[config.mk]
export PLATFORM = sky130hd
export DESIGN_NAME = wasm_frame_ctrl_flat
export DESIGN_NICKNAME = d
export VERILOG_FILES = /design/src/rtl/wasm_frame_ctrl_if.sv /design/src/rtl/wasm_frame_ctrl.sv /design/src/flat_wrapper.sv
export SDC_FILE = /design/constraint.sdc
export NUM_CORES = 1
export LEC_CHECK = 0
export CAP_MARGIN = 10
export CELL_PAD_IN_SITES_DETAIL_PLACEMENT = 0
export CELL_PAD_IN_SITES_GLOBAL_PLACEMENT = 1
export CORE_ASPECT_RATIO = 1.75
export CORE_MARGIN = 4
export CORE_UTILIZATION = 42
export CTS_CLUSTER_DIAMETER = 100
export CTS_CLUSTER_SIZE = 12
export DETAILED_ROUTE_END_ITERATION = 8
export GPL_ROUTABILITY_DRIVEN = 0
export PLACE_DENSITY_LB_ADDON = 0.12
export SLEW_MARGIN = 20
export SYNTH_ARGS = -nofsm -noshare
export SYNTH_HDL_FRONTEND = slang
export SYNTH_SLANG_ARGS = --single-unit
[constraint.sdc]
create_clock -name clk -period 5.7 [get_ports clk]
set_input_delay 0.855 -clock clk [delete_from_list [all_inputs] [get_ports clk]]
set_output_delay 0.855 -clock clk [all_outputs]
set_load 0.02 [all_outputs]
[src/rtl/wasm_frame_ctrl_if.sv]
// Issue-stage and operand-stack signal bundle for wasm_frame_ctrl.
// The issue stage uses the master modport and the frame controller uses the slave modport.
interface wasm_frame_ctrl_if #(
  parameter int ST_WIDTH      = 64,
  parameter int ST_LOG2_DEPTH = 8,
  parameter int FRAME_DEPTH   = 16,
  parameter int PC_W          = 16
);
  localparam int PW  = ST_LOG2_DEPTH + 1;
  localparam int FCW = $clog2(FRAME_DEPTH) + 1;

  // Issue side
  logic                     call_req;
  logic [7:0]               call_param_num;
  logic [7:0]               call_local_num;
  logic                     call_result_num;
  logic [PC_W-1:0]          call_target_pc;
  logic [PC_W-1:0]          call_return_pc;
  logic                     ret_req;
  logic                     core_push_num;
  logic [3:0]               core_pop_num;
  logic [ST_WIDTH-1:0]      core_push_data;
  logic [7:0]               loc_idx;
  logic                     loc_we;
  logic [ST_WIDTH-1:0]      loc_wdata;
  logic                     ready;
  logic                     call_ack;
  logic                     pc_load;
  logic [PC_W-1:0]          pc_load_value;
  logic [PW-1:0]            frame_base;
  logic [FCW-1:0]           frame_cnt;
  logic                     trap;
  logic [1:0]               trap_code;
  logic [1:0]               dbg_state;
  // Operand stack side
  logic [PW-1:0]            st_top_pointer;
  logic [ST_WIDTH-1:0]      st_pop_window_a;
  logic                     st_call;
  logic                     st_return;
  logic [7:0]               st_alloc_size;
  logic [ST_LOG2_DEPTH-1:0] st_tag;
  logic                     st_push_num;
  logic [3:0]               st_pop_num;
  logic [ST_WIDTH-1:0]      st_push_data;
  logic                     st_local_set;
  logic [PW-1:0]            st_l_addr;
  logic [ST_WIDTH-1:0]      st_local_set_data;

  modport master (
    output call_req, call_param_num, call_local_num, call_result_num, call_target_pc,
           call_return_pc, ret_req, core_push_num, core_pop_num, core_push_data,
           loc_idx, loc_we, loc_wdata, st_top_pointer, st_pop_window_a,
    input  ready, call_ack, pc_load, pc_load_value, frame_base, frame_cnt, trap, trap_code,
           dbg_state, st_call, st_return, st_alloc_size, st_tag, st_push_num, st_pop_num,
           st_push_data, st_local_set, st_l_addr, st_local_set_data
  );

  modport slave (
    input  call_req, call_param_num, call_local_num, call_result_num, call_target_pc,
           call_return_pc, ret_req, core_push_num, core_pop_num, core_push_data,
           loc_idx, loc_we, loc_wdata, st_top_pointer, st_pop_window_a,
    output ready, call_ack, pc_load, pc_load_value, frame_base, frame_cnt, trap, trap_code,
           dbg_state, st_call, st_return, st_alloc_size, st_tag, st_push_num, st_pop_num,
           st_push_data, st_local_set, st_l_addr, st_local_set_data
  );
endinterface

[src/rtl/wasm_frame_ctrl.sv]
// Call/return frame controller in front of the operand stack. Define WASM_FRAME_ZERO_INIT_EN
// to zero-initialise newly allocated locals (ZERO state); otherwise they keep stale contents.
// Handshake: a request is taken only in a cycle where ready=1; a call is accepted exactly when
// call_ack=1, a return whenever ret_req=1 with ready=1, and core ops in those cycles are dropped.
module wasm_frame_ctrl #(
  parameter int ST_WIDTH      = 64,
  parameter int ST_LOG2_DEPTH = 8,
  parameter int FRAME_DEPTH   = 16,
  parameter int PC_W          = 16
) (
  input logic              clk,
  input logic              rst_n,
  wasm_frame_ctrl_if.slave bus
);
  localparam int PW = ST_LOG2_DEPTH + 1;
  localparam int FW = $clog2(FRAME_DEPTH);
  localparam logic [PW:0]   ST_SIZE_W  = {2'b01, {ST_LOG2_DEPTH{1'b0}}};
  localparam logic [PW-1:0] ST_SIZE_P  = {1'b1, {ST_LOG2_DEPTH{1'b0}}};
  localparam logic [FW:0]   FRAME_FULL = {1'b1, {FW{1'b0}}};
  localparam logic [1:0] TC_FRAME_OVF   = 2'd1;
  localparam logic [1:0] TC_RET_EMPTY   = 2'd2;
  localparam logic [1:0] TC_STACK_RANGE = 2'd3;

  typedef enum logic [1:0] {S_IDLE = 2'd0, S_ZERO = 2'd1, S_TRAP = 2'd2} state_t;

  state_t          state_q, state_d;
  logic [FW:0]     frame_cnt_q;
  logic [PW-1:0]   frame_base_q;
  logic            trap_q;
  logic [1:0]      trap_code_q, trap_code_d;
  logic            pc_load_q;
  logic [PC_W-1:0] pc_load_value_q;
  logic            do_call, do_ret, trap_set;

  logic [PC_W-1:0] ret_pc_mem [FRAME_DEPTH];
  logic [PW-1:0]   base_mem   [FRAME_DEPTH];
  logic            res_mem    [FRAME_DEPTH];

`ifdef WASM_FRAME_ZERO_INIT_EN
  logic [7:0]      zero_k_q, zero_n_q;
  logic [PW-1:0]   zero_base_q;
`endif

  logic [PW-1:0] call_base;
  logic [PW:0]   call_end;
  logic [FW:0]   cnt_m1, cnt_m2;

  assign call_base = bus.st_top_pointer - PW'(bus.call_param_num);
  assign call_end  = {1'b0, bus.st_top_pointer} + (PW+1)'(bus.call_local_num);
  assign cnt_m1    = frame_cnt_q - (FW+1)'(1);
  assign cnt_m2    = frame_cnt_q - (FW+1)'(2);

  always_comb begin
    state_d               = state_q;
    do_call               = 1'b0;
    do_ret                = 1'b0;
    trap_set              = 1'b0;
    trap_code_d           = trap_code_q;
    bus.ready             = 1'b0;
    bus.call_ack          = 1'b0;
    bus.st_call           = 1'b0;
    bus.st_return         = 1'b0;
    bus.st_alloc_size     = 8'd0;
    bus.st_tag            = '0;
    bus.st_push_num       = 1'b0;
    bus.st_pop_num        = 4'd0;
    bus.st_push_data      = '0;
    bus.st_local_set      = 1'b0;
    bus.st_l_addr         = frame_base_q + PW'(bus.loc_idx);
    bus.st_local_set_data = '0;
    case (state_q)
      S_IDLE: begin
        bus.ready = 1'b1;
        if (bus.ret_req) begin
          // Return has priority over a simultaneous call; the call must be re-issued.
          if (frame_cnt_q == '0) begin
            trap_set    = 1'b1;
            trap_code_d = TC_RET_EMPTY;
            state_d     = S_TRAP;
          end else begin
            do_ret           = 1'b1;
            bus.st_return    = 1'b1;
            bus.st_tag       = base_mem[cnt_m1[FW-1:0]][ST_LOG2_DEPTH-1:0];
            bus.st_push_num  = res_mem[cnt_m1[FW-1:0]];
            bus.st_push_data = bus.st_pop_window_a;
          end
        end else if (bus.call_req) begin
          if (frame_cnt_q == FRAME_FULL) begin
            trap_set    = 1'b1;
            trap_code_d = TC_FRAME_OVF;
            state_d     = S_TRAP;
          end else if ((bus.st_top_pointer < PW'(bus.call_param_num)) ||
                       (call_end > ST_SIZE_W) || (call_base == ST_SIZE_P)) begin
            trap_set    = 1'b1;
            trap_code_d = TC_STACK_RANGE;
            state_d     = S_TRAP;
          end else begin
            do_call           = 1'b1;
            bus.call_ack      = 1'b1;
            bus.st_call       = 1'b1;
            bus.st_alloc_size = bus.call_local_num;
`ifdef WASM_FRAME_ZERO_INIT_EN
            if (bus.call_local_num != 8'd0) state_d = S_ZERO;
`endif
          end
        end else begin
          bus.st_push_num       = bus.core_push_num;
          bus.st_pop_num        = bus.core_pop_num;
          bus.st_push_data      = bus.core_push_data;
          bus.st_local_set      = bus.loc_we;
          bus.st_local_set_data = bus.loc_wdata;
        end
      end
`ifdef WASM_FRAME_ZERO_INIT_EN
      S_ZERO: begin
        bus.st_local_set = 1'b1;
        bus.st_l_addr    = zero_base_q + PW'(zero_k_q);
        if (zero_k_q == zero_n_q - 8'd1) state_d = S_IDLE;
      end
`endif
      default: ;
    endcase
  end

  always_ff @(posedge clk or negedge rst_n) begin
    if (!rst_n) begin
      state_q         <= S_IDLE;
      frame_cnt_q     <= '0;
      frame_base_q    <= '0;
      trap_q          <= 1'b0;
      trap_code_q     <= 2'd0;
      pc_load_q       <= 1'b0;
      pc_load_value_q <= '0;
`ifdef WASM_FRAME_ZERO_INIT_EN
      zero_k_q        <= 8'd0;
      zero_n_q        <= 8'd0;
      zero_base_q     <= '0;
`endif
    end else begin
      state_q   <= state_d;
      pc_load_q <= 1'b0;
      if (trap_set) begin
        trap_q      <= 1'b1;
        trap_code_q <= trap_code_d;
      end
      if (do_call) begin
        frame_cnt_q     <= frame_cnt_q + (FW+1)'(1);
        frame_base_q    <= call_base;
        pc_load_q       <= 1'b1;
        pc_load_value_q <= bus.call_target_pc;
`ifdef WASM_FRAME_ZERO_INIT_EN
        zero_k_q        <= 8'd0;
        zero_n_q        <= bus.call_local_num;
        zero_base_q     <= bus.st_top_pointer;
`endif
      end
      if (do_ret) begin
        frame_cnt_q     <= cnt_m1;
        frame_base_q    <= (frame_cnt_q > (FW+1)'(1)) ? base_mem[cnt_m2[FW-1:0]] : '0;
        pc_load_q       <= 1'b1;
        pc_load_value_q <= ret_pc_mem[cnt_m1[FW-1:0]];
      end
`ifdef WASM_FRAME_ZERO_INIT_EN
      if (state_q == S_ZERO) zero_k_q <= zero_k_q + 8'd1;
`endif
    end
  end

  // Frame storage needs no reset: frame_cnt alone defines which entries are live.
  always_ff @(posedge clk) begin
    if (do_call) begin
      ret_pc_mem[frame_cnt_q[FW-1:0]] <= bus.call_return_pc;
      base_mem[frame_cnt_q[FW-1:0]]   <= call_base;
      res_mem[frame_cnt_q[FW-1:0]]    <= bus.call_result_num;
    end
  end

  assign bus.pc_load       = pc_load_q;
  assign bus.pc_load_value = pc_load_value_q;
  assign bus.frame_base    = frame_base_q;
  assign bus.frame_cnt     = frame_cnt_q;
  assign bus.trap          = trap_q;
  assign bus.trap_code     = trap_code_q;
  assign bus.dbg_state     = state_q;
endmodule

[src/flat_wrapper.sv]
// flat-port wrapper written by rule: the top's interface ports become plain ports
module wasm_frame_ctrl_flat 
#(
  parameter int ST_WIDTH      = 64,
  parameter int ST_LOG2_DEPTH = 8,
  parameter int FRAME_DEPTH   = 16,
  parameter int PC_W          = 16
)
  (clk, rst_n, bus_call_req, bus_call_param_num, bus_call_local_num, bus_call_result_num, bus_call_target_pc, bus_call_return_pc, bus_ret_req, bus_core_push_num, bus_core_pop_num, bus_core_push_data, bus_loc_idx, bus_loc_we, bus_loc_wdata, bus_st_top_pointer, bus_st_pop_window_a, bus_ready, bus_call_ack, bus_pc_load, bus_pc_load_value, bus_frame_base, bus_frame_cnt, bus_trap, bus_trap_code, bus_dbg_state, bus_st_call, bus_st_return, bus_st_alloc_size, bus_st_tag, bus_st_push_num, bus_st_pop_num, bus_st_push_data, bus_st_local_set, bus_st_l_addr, bus_st_local_set_data);
  wasm_frame_ctrl_if #(.ST_WIDTH(ST_WIDTH), .ST_LOG2_DEPTH(ST_LOG2_DEPTH), .FRAME_DEPTH(FRAME_DEPTH), .PC_W(PC_W)) bus_i ();
  input logic clk;
  input logic rst_n;
  input wire logic [$bits(bus_i.call_req)-1:0] bus_call_req;
  input wire logic [$bits(bus_i.call_param_num)-1:0] bus_call_param_num;
  input wire logic [$bits(bus_i.call_local_num)-1:0] bus_call_local_num;
  input wire logic [$bits(bus_i.call_result_num)-1:0] bus_call_result_num;
  input wire logic [$bits(bus_i.call_target_pc)-1:0] bus_call_target_pc;
  input wire logic [$bits(bus_i.call_return_pc)-1:0] bus_call_return_pc;
  input wire logic [$bits(bus_i.ret_req)-1:0] bus_ret_req;
  input wire logic [$bits(bus_i.core_push_num)-1:0] bus_core_push_num;
  input wire logic [$bits(bus_i.core_pop_num)-1:0] bus_core_pop_num;
  input wire logic [$bits(bus_i.core_push_data)-1:0] bus_core_push_data;
  input wire logic [$bits(bus_i.loc_idx)-1:0] bus_loc_idx;
  input wire logic [$bits(bus_i.loc_we)-1:0] bus_loc_we;
  input wire logic [$bits(bus_i.loc_wdata)-1:0] bus_loc_wdata;
  input wire logic [$bits(bus_i.st_top_pointer)-1:0] bus_st_top_pointer;
  input wire logic [$bits(bus_i.st_pop_window_a)-1:0] bus_st_pop_window_a;
  output wire logic [$bits(bus_i.ready)-1:0] bus_ready;
  output wire logic [$bits(bus_i.call_ack)-1:0] bus_call_ack;
  output wire logic [$bits(bus_i.pc_load)-1:0] bus_pc_load;
  output wire logic [$bits(bus_i.pc_load_value)-1:0] bus_pc_load_value;
  output wire logic [$bits(bus_i.frame_base)-1:0] bus_frame_base;
  output wire logic [$bits(bus_i.frame_cnt)-1:0] bus_frame_cnt;
  output wire logic [$bits(bus_i.trap)-1:0] bus_trap;
  output wire logic [$bits(bus_i.trap_code)-1:0] bus_trap_code;
  output wire logic [$bits(bus_i.dbg_state)-1:0] bus_dbg_state;
  output wire logic [$bits(bus_i.st_call)-1:0] bus_st_call;
  output wire logic [$bits(bus_i.st_return)-1:0] bus_st_return;
  output wire logic [$bits(bus_i.st_alloc_size)-1:0] bus_st_alloc_size;
  output wire logic [$bits(bus_i.st_tag)-1:0] bus_st_tag;
  output wire logic [$bits(bus_i.st_push_num)-1:0] bus_st_push_num;
  output wire logic [$bits(bus_i.st_pop_num)-1:0] bus_st_pop_num;
  output wire logic [$bits(bus_i.st_push_data)-1:0] bus_st_push_data;
  output wire logic [$bits(bus_i.st_local_set)-1:0] bus_st_local_set;
  output wire logic [$bits(bus_i.st_l_addr)-1:0] bus_st_l_addr;
  output wire logic [$bits(bus_i.st_local_set_data)-1:0] bus_st_local_set_data;
  assign bus_i.call_req = bus_call_req;
  assign bus_i.call_param_num = bus_call_param_num;
  assign bus_i.call_local_num = bus_call_local_num;
  assign bus_i.call_result_num = bus_call_result_num;
  assign bus_i.call_target_pc = bus_call_target_pc;
  assign bus_i.call_return_pc = bus_call_return_pc;
  assign bus_i.ret_req = bus_ret_req;
  assign bus_i.core_push_num = bus_core_push_num;
  assign bus_i.core_pop_num = bus_core_pop_num;
  assign bus_i.core_push_data = bus_core_push_data;
  assign bus_i.loc_idx = bus_loc_idx;
  assign bus_i.loc_we = bus_loc_we;
  assign bus_i.loc_wdata = bus_loc_wdata;
  assign bus_i.st_top_pointer = bus_st_top_pointer;
  assign bus_i.st_pop_window_a = bus_st_pop_window_a;
  assign bus_ready = bus_i.ready;
  assign bus_call_ack = bus_i.call_ack;
  assign bus_pc_load = bus_i.pc_load;
  assign bus_pc_load_value = bus_i.pc_load_value;
  assign bus_frame_base = bus_i.frame_base;
  assign bus_frame_cnt = bus_i.frame_cnt;
  assign bus_trap = bus_i.trap;
  assign bus_trap_code = bus_i.trap_code;
  assign bus_dbg_state = bus_i.dbg_state;
  assign bus_st_call = bus_i.st_call;
  assign bus_st_return = bus_i.st_return;
  assign bus_st_alloc_size = bus_i.st_alloc_size;
  assign bus_st_tag = bus_i.st_tag;
  assign bus_st_push_num = bus_i.st_push_num;
  assign bus_st_pop_num = bus_i.st_pop_num;
  assign bus_st_push_data = bus_i.st_push_data;
  assign bus_st_local_set = bus_i.st_local_set;
  assign bus_st_l_addr = bus_i.st_l_addr;
  assign bus_st_local_set_data = bus_i.st_local_set_data;
  wasm_frame_ctrl #(.ST_WIDTH(ST_WIDTH), .ST_LOG2_DEPTH(ST_LOG2_DEPTH), .FRAME_DEPTH(FRAME_DEPTH), .PC_W(PC_W)) u_core (.clk(clk), .rst_n(rst_n), .bus(bus_i));
endmodule
==> summary.md <==
| Metric | Value |
|---|---|
| Status | `finished clean` |
| Arrival time worst endpoint | `4.50 ns` |
| Critical Path RT | `4.85 ns` |
| Post-DP HPWL | `48.9 mm` |
| FMAX | `0.187 GHz` |
| Post-Syn Area | `0.0208 sq mm` |
| Mapped Cells | `1180` |
| Worst ir drop on vdd | `263 uV` |
| Hold WC Path Type | `in -> async` |
| I/O pins | `467` |
| Slew headroom | `44.4%` |
| Layout cell share with drive strength beyond 1 | `17.3%` |
| Final hold violations | `0` |
| Post-route ant nets | `0` |
| CTS max path bufs | `3` |
| Critical Path Source Type | `input port` |
| Avg WL per Cell | `28.1 um` |
| Fin crit period | `5.36 ns` |
| FF+latch count, synth | `451` |
| # nets final | `1976` |
| Num rows | `107` |
| Top FF cell, synth | `edfxtp_1` |
| Crit-path max FO | `11` |
| Sum Neg Setup Slack | `0 ns` |
| Most used cell, CP | `clkdlybuf4s50_1` |
| Global route overflow | `0` |
| Buf/Inv on CP | `2` |
| Chip width | `176 um` |
| Total track usage | `24.3%` |
| Syn Area/Cell | `17.6 sq um` |
| Setup violations, final | `0` |
| Reg clk slew, reported paths | `0.06 ns` |
| Pre-CTS setup slack | `0.346 ns` |
| PnR worst setup slack | `0.340 ns` |
| Top cells by area, synth | `edfxtp_1 60%, mux4_2 17%, dfrtp_1 4.2%` |
| DR iter-0 viols | `948` |
| Skew-Pair Late Insertion Delay | `0.55 ns` |
| Worst Hold Margin | `0.393 ns` |
| Cell Chain, Critical Path | `clkdlybuf4s50_1 -> ha_1 -> a211oi_1 -> o21ai_0 -> o311ai_0 -> nand4b_1 -> a211oi_4 -> and2_1 -> clkdlybuf4s50_1` |
| Initial Util | `42.5%` |
| Non-Filler Instances | `2364` |
| Post_cts resized | `0` |
| DRT Pass-1 Iters | `8` |
| Yosys top cell by area | `edfxtp_1` |
| Post-synth EDFFs | `416` |
| Setup Fix Bufs, Post-CTS | `0` |
| RSZ-0062 raised after global routing | `false` |
| Ys Warns | `0` |
| CP endpoint kind | `output port` |
| Pin count of the biggest net entering global routing | `78` |
| CTS sink cnt | `451` |
| Clock Skew | `0.0135 ns` |
| Family with the most delay on the worst path | `compound AO/OA/AOI/OAI gates` |
| Synth cell types | `58` |
| CTS root buffer | `clkbuf_16` |
| Fin crit share | `94.0%` |
| PD cells | `241 mW/mm^2` |
| Vias in the first global route | `13644` |
| Count of final max-slew check failures | `0` |
| Max-cap check violation count | `0` |
| Cells after DPL | `2282` |
| P&R area growth vs syn | `34.0%` |
| H-tree depth | `2` |
| Sequential cell area fraction in the yosys report | `64.3%` |
| CTS tree | `done` |
| DRC viols | `0` |
| Top-area cell type share of the netlist area | `60.1%` |
| Net count after synthesis | `1483` |
| Drt via density | `5.60` |
| Least-Margin Pin Slew | `0.831 ns` |
| Leak | `9.58 nW` |
| Die area | `0.0532 sq mm` |
| Routed vias | `13231` |
| Post-CTS Hold Buffers | `0` |
| Die H | `302 um` |
| Core footprint | `0.0489 sq mm` |
| IO Port Bufs | `465` |
| CP max stage delay | `0.64 ns` |
| Initial antenna violation count | `13` |
| Fraction of registers with async set/reset | `7.76%` |
| Num CTS Buffers | `43` |
| Critical path type | `in -> out` |
| Global-route wire length before repair | `94.5 mm` |
| Final WL | `66.5 mm` |
| Critical path's slowest cell | `a211oi_4` |
| Count of filler cells inserted in the layout | `3860` |
## placed cells by master (no fill, tap or decap), types with 4 or more instances in the layout
master	count
edfxtp_1	416
a21o_1	4
a211oi_1	18
nor2b_1	21
o22a_1	4
mux4_2	161
inv_1	37
nor3_2	4
clkdlybuf4s50_1	464
o21ai_0	13
nand3_1	5
xor2_1	8
mux2i_1	32
clkbuf_16	44
nor2_2	11
and2_1	80
nand2b_1	4
xnor2_1	10
nor2_1	27
buf_12	10
a21oi_1	44
nand2_1	15
clkbuf_1	32
a22o_1	65
dfrtp_1	33
buf_4	48
ha_1	31
## cell type report
type	instances	area, sq um	share of cell area [%]
timing repair buffer	523	5210	18.7
tap	654	818	2.94
antenna	3	7.51	0.0270
inverter	38	143	0.512
clock buffer	76	1220	4.38
sequential	451	13400	48.0
clock inverter	3	32.5	0.117
multi-input combinational	616	7050	25.3
## power by group
group / total (mW) / switching (mW) / internal, mW
sequential: 3.66 / 0.00145 / 3.65
combinational: 0.432 / 0.210 / 0.221
clock: 2.62 / 1.16 / 1.45
total: 6.70 / 1.38 / 5.33
## logic make-up after synthesis
logic type	Yosys count	share of synthesized area, %
flip-flops	451	64.3
multiplexers	193	19.0
AND/OR/NAND/NOR	189	5.05
AO/OA/AOI/OAI	178	6.33
buffers and inverters	113	2.24
adder cells (fa/ha/maj)	35	2.22
XOR/XNOR	20	0.843
other	1	0.0180
## path summary, 6_finish.rpt
kind	start	endpoint	slack (ns)	cells past startpoint
worst max-delay path	bus_st_top_pointer[1]	bus_st_alloc_size[3]	0.34	9
max in group asynchronous	rst_n	u_core.bus.frame_cnt[0]	4.81	2
worst min-delay path	rst_n	u_core.bus.pc_load_value[6]	0.39	2
worst min register to register	u_core.bus.frame_base[6]	u_core.bus.frame_base[6]	0.55	2
min in group clk	u_core.bus.frame_base[6]	u_core.bus.frame_base[6]	0.55	2
worst max register to register	u_core.bus.frame_cnt[0]	u_core.base_mem[2][0]	2.03	10
## stage by stage
stage	util, %	cell area [sq um]	power (mW)
detailed placement	54.4	26600	4.16
finish	57.0	27900	6.70
global route	57.0	27800	6.93
CTS	57.0	27800	6.76
floorplan	-	20800	3.85
global placement	54.4	26600	4.15
## Yosys cell counts, types with 2 or more instances
cell / instances
nor2_1: 38
clkbuf_1: 46
inv_1: 38
xnor2_1: 12
o221ai_1: 2
or3_1: 3
o21a_1: 3
nor4_1: 2
o211ai_1: 3
nand2b_1: 4
and2_1: 80
mux4_2: 161
dfrtp_1: 35
nor2b_1: 22
fa_1: 3
nor3_1: 7
nor3b_1: 2
o2111ai_1: 2
a21oi_1: 44
xor2_1: 8
a22o_1: 65
or2_1: 2
buf_6: 2
ha_1: 32
nand2_1: 15
nand3_1: 5
a21o_1: 4
mux2i_1: 32
a211oi_1: 18
o21bai_1: 2
nand3b_1: 3
buf_2: 12
or2_2: 2
a31oi_1: 3
o22a_1: 4
o21ai_0: 14
buf_4: 3
edfxtp_1: 416
buf_1: 12
## metal layers
layer | GRT usage [%] | up-vias | wire, um
met3 | 4.91 | 91 | 4520
li1 | - | 5771 | -
met1 | 30.1 | 6836 | 24900
met2 | 43.0 | 527 | 35000
met5 | 0 | - | 86
met4 | 7.47 | 6 | 2070
## state kept, by name (all words and copies together), names as in the netlist
name,count
u_core.bus.dbg_state,1
u_core.ret_pc_mem,256
u_core.base_mem,144
u_core.bus.frame_cnt,5
u_core.bus.trap_code,2
u_core.bus.pc_load,1
u_core.bus.pc_load_value,16
u_core.bus.frame_base,9
u_core.bus.trap,1
u_core.res_mem,16
Power figures use the tool's default switching activity.
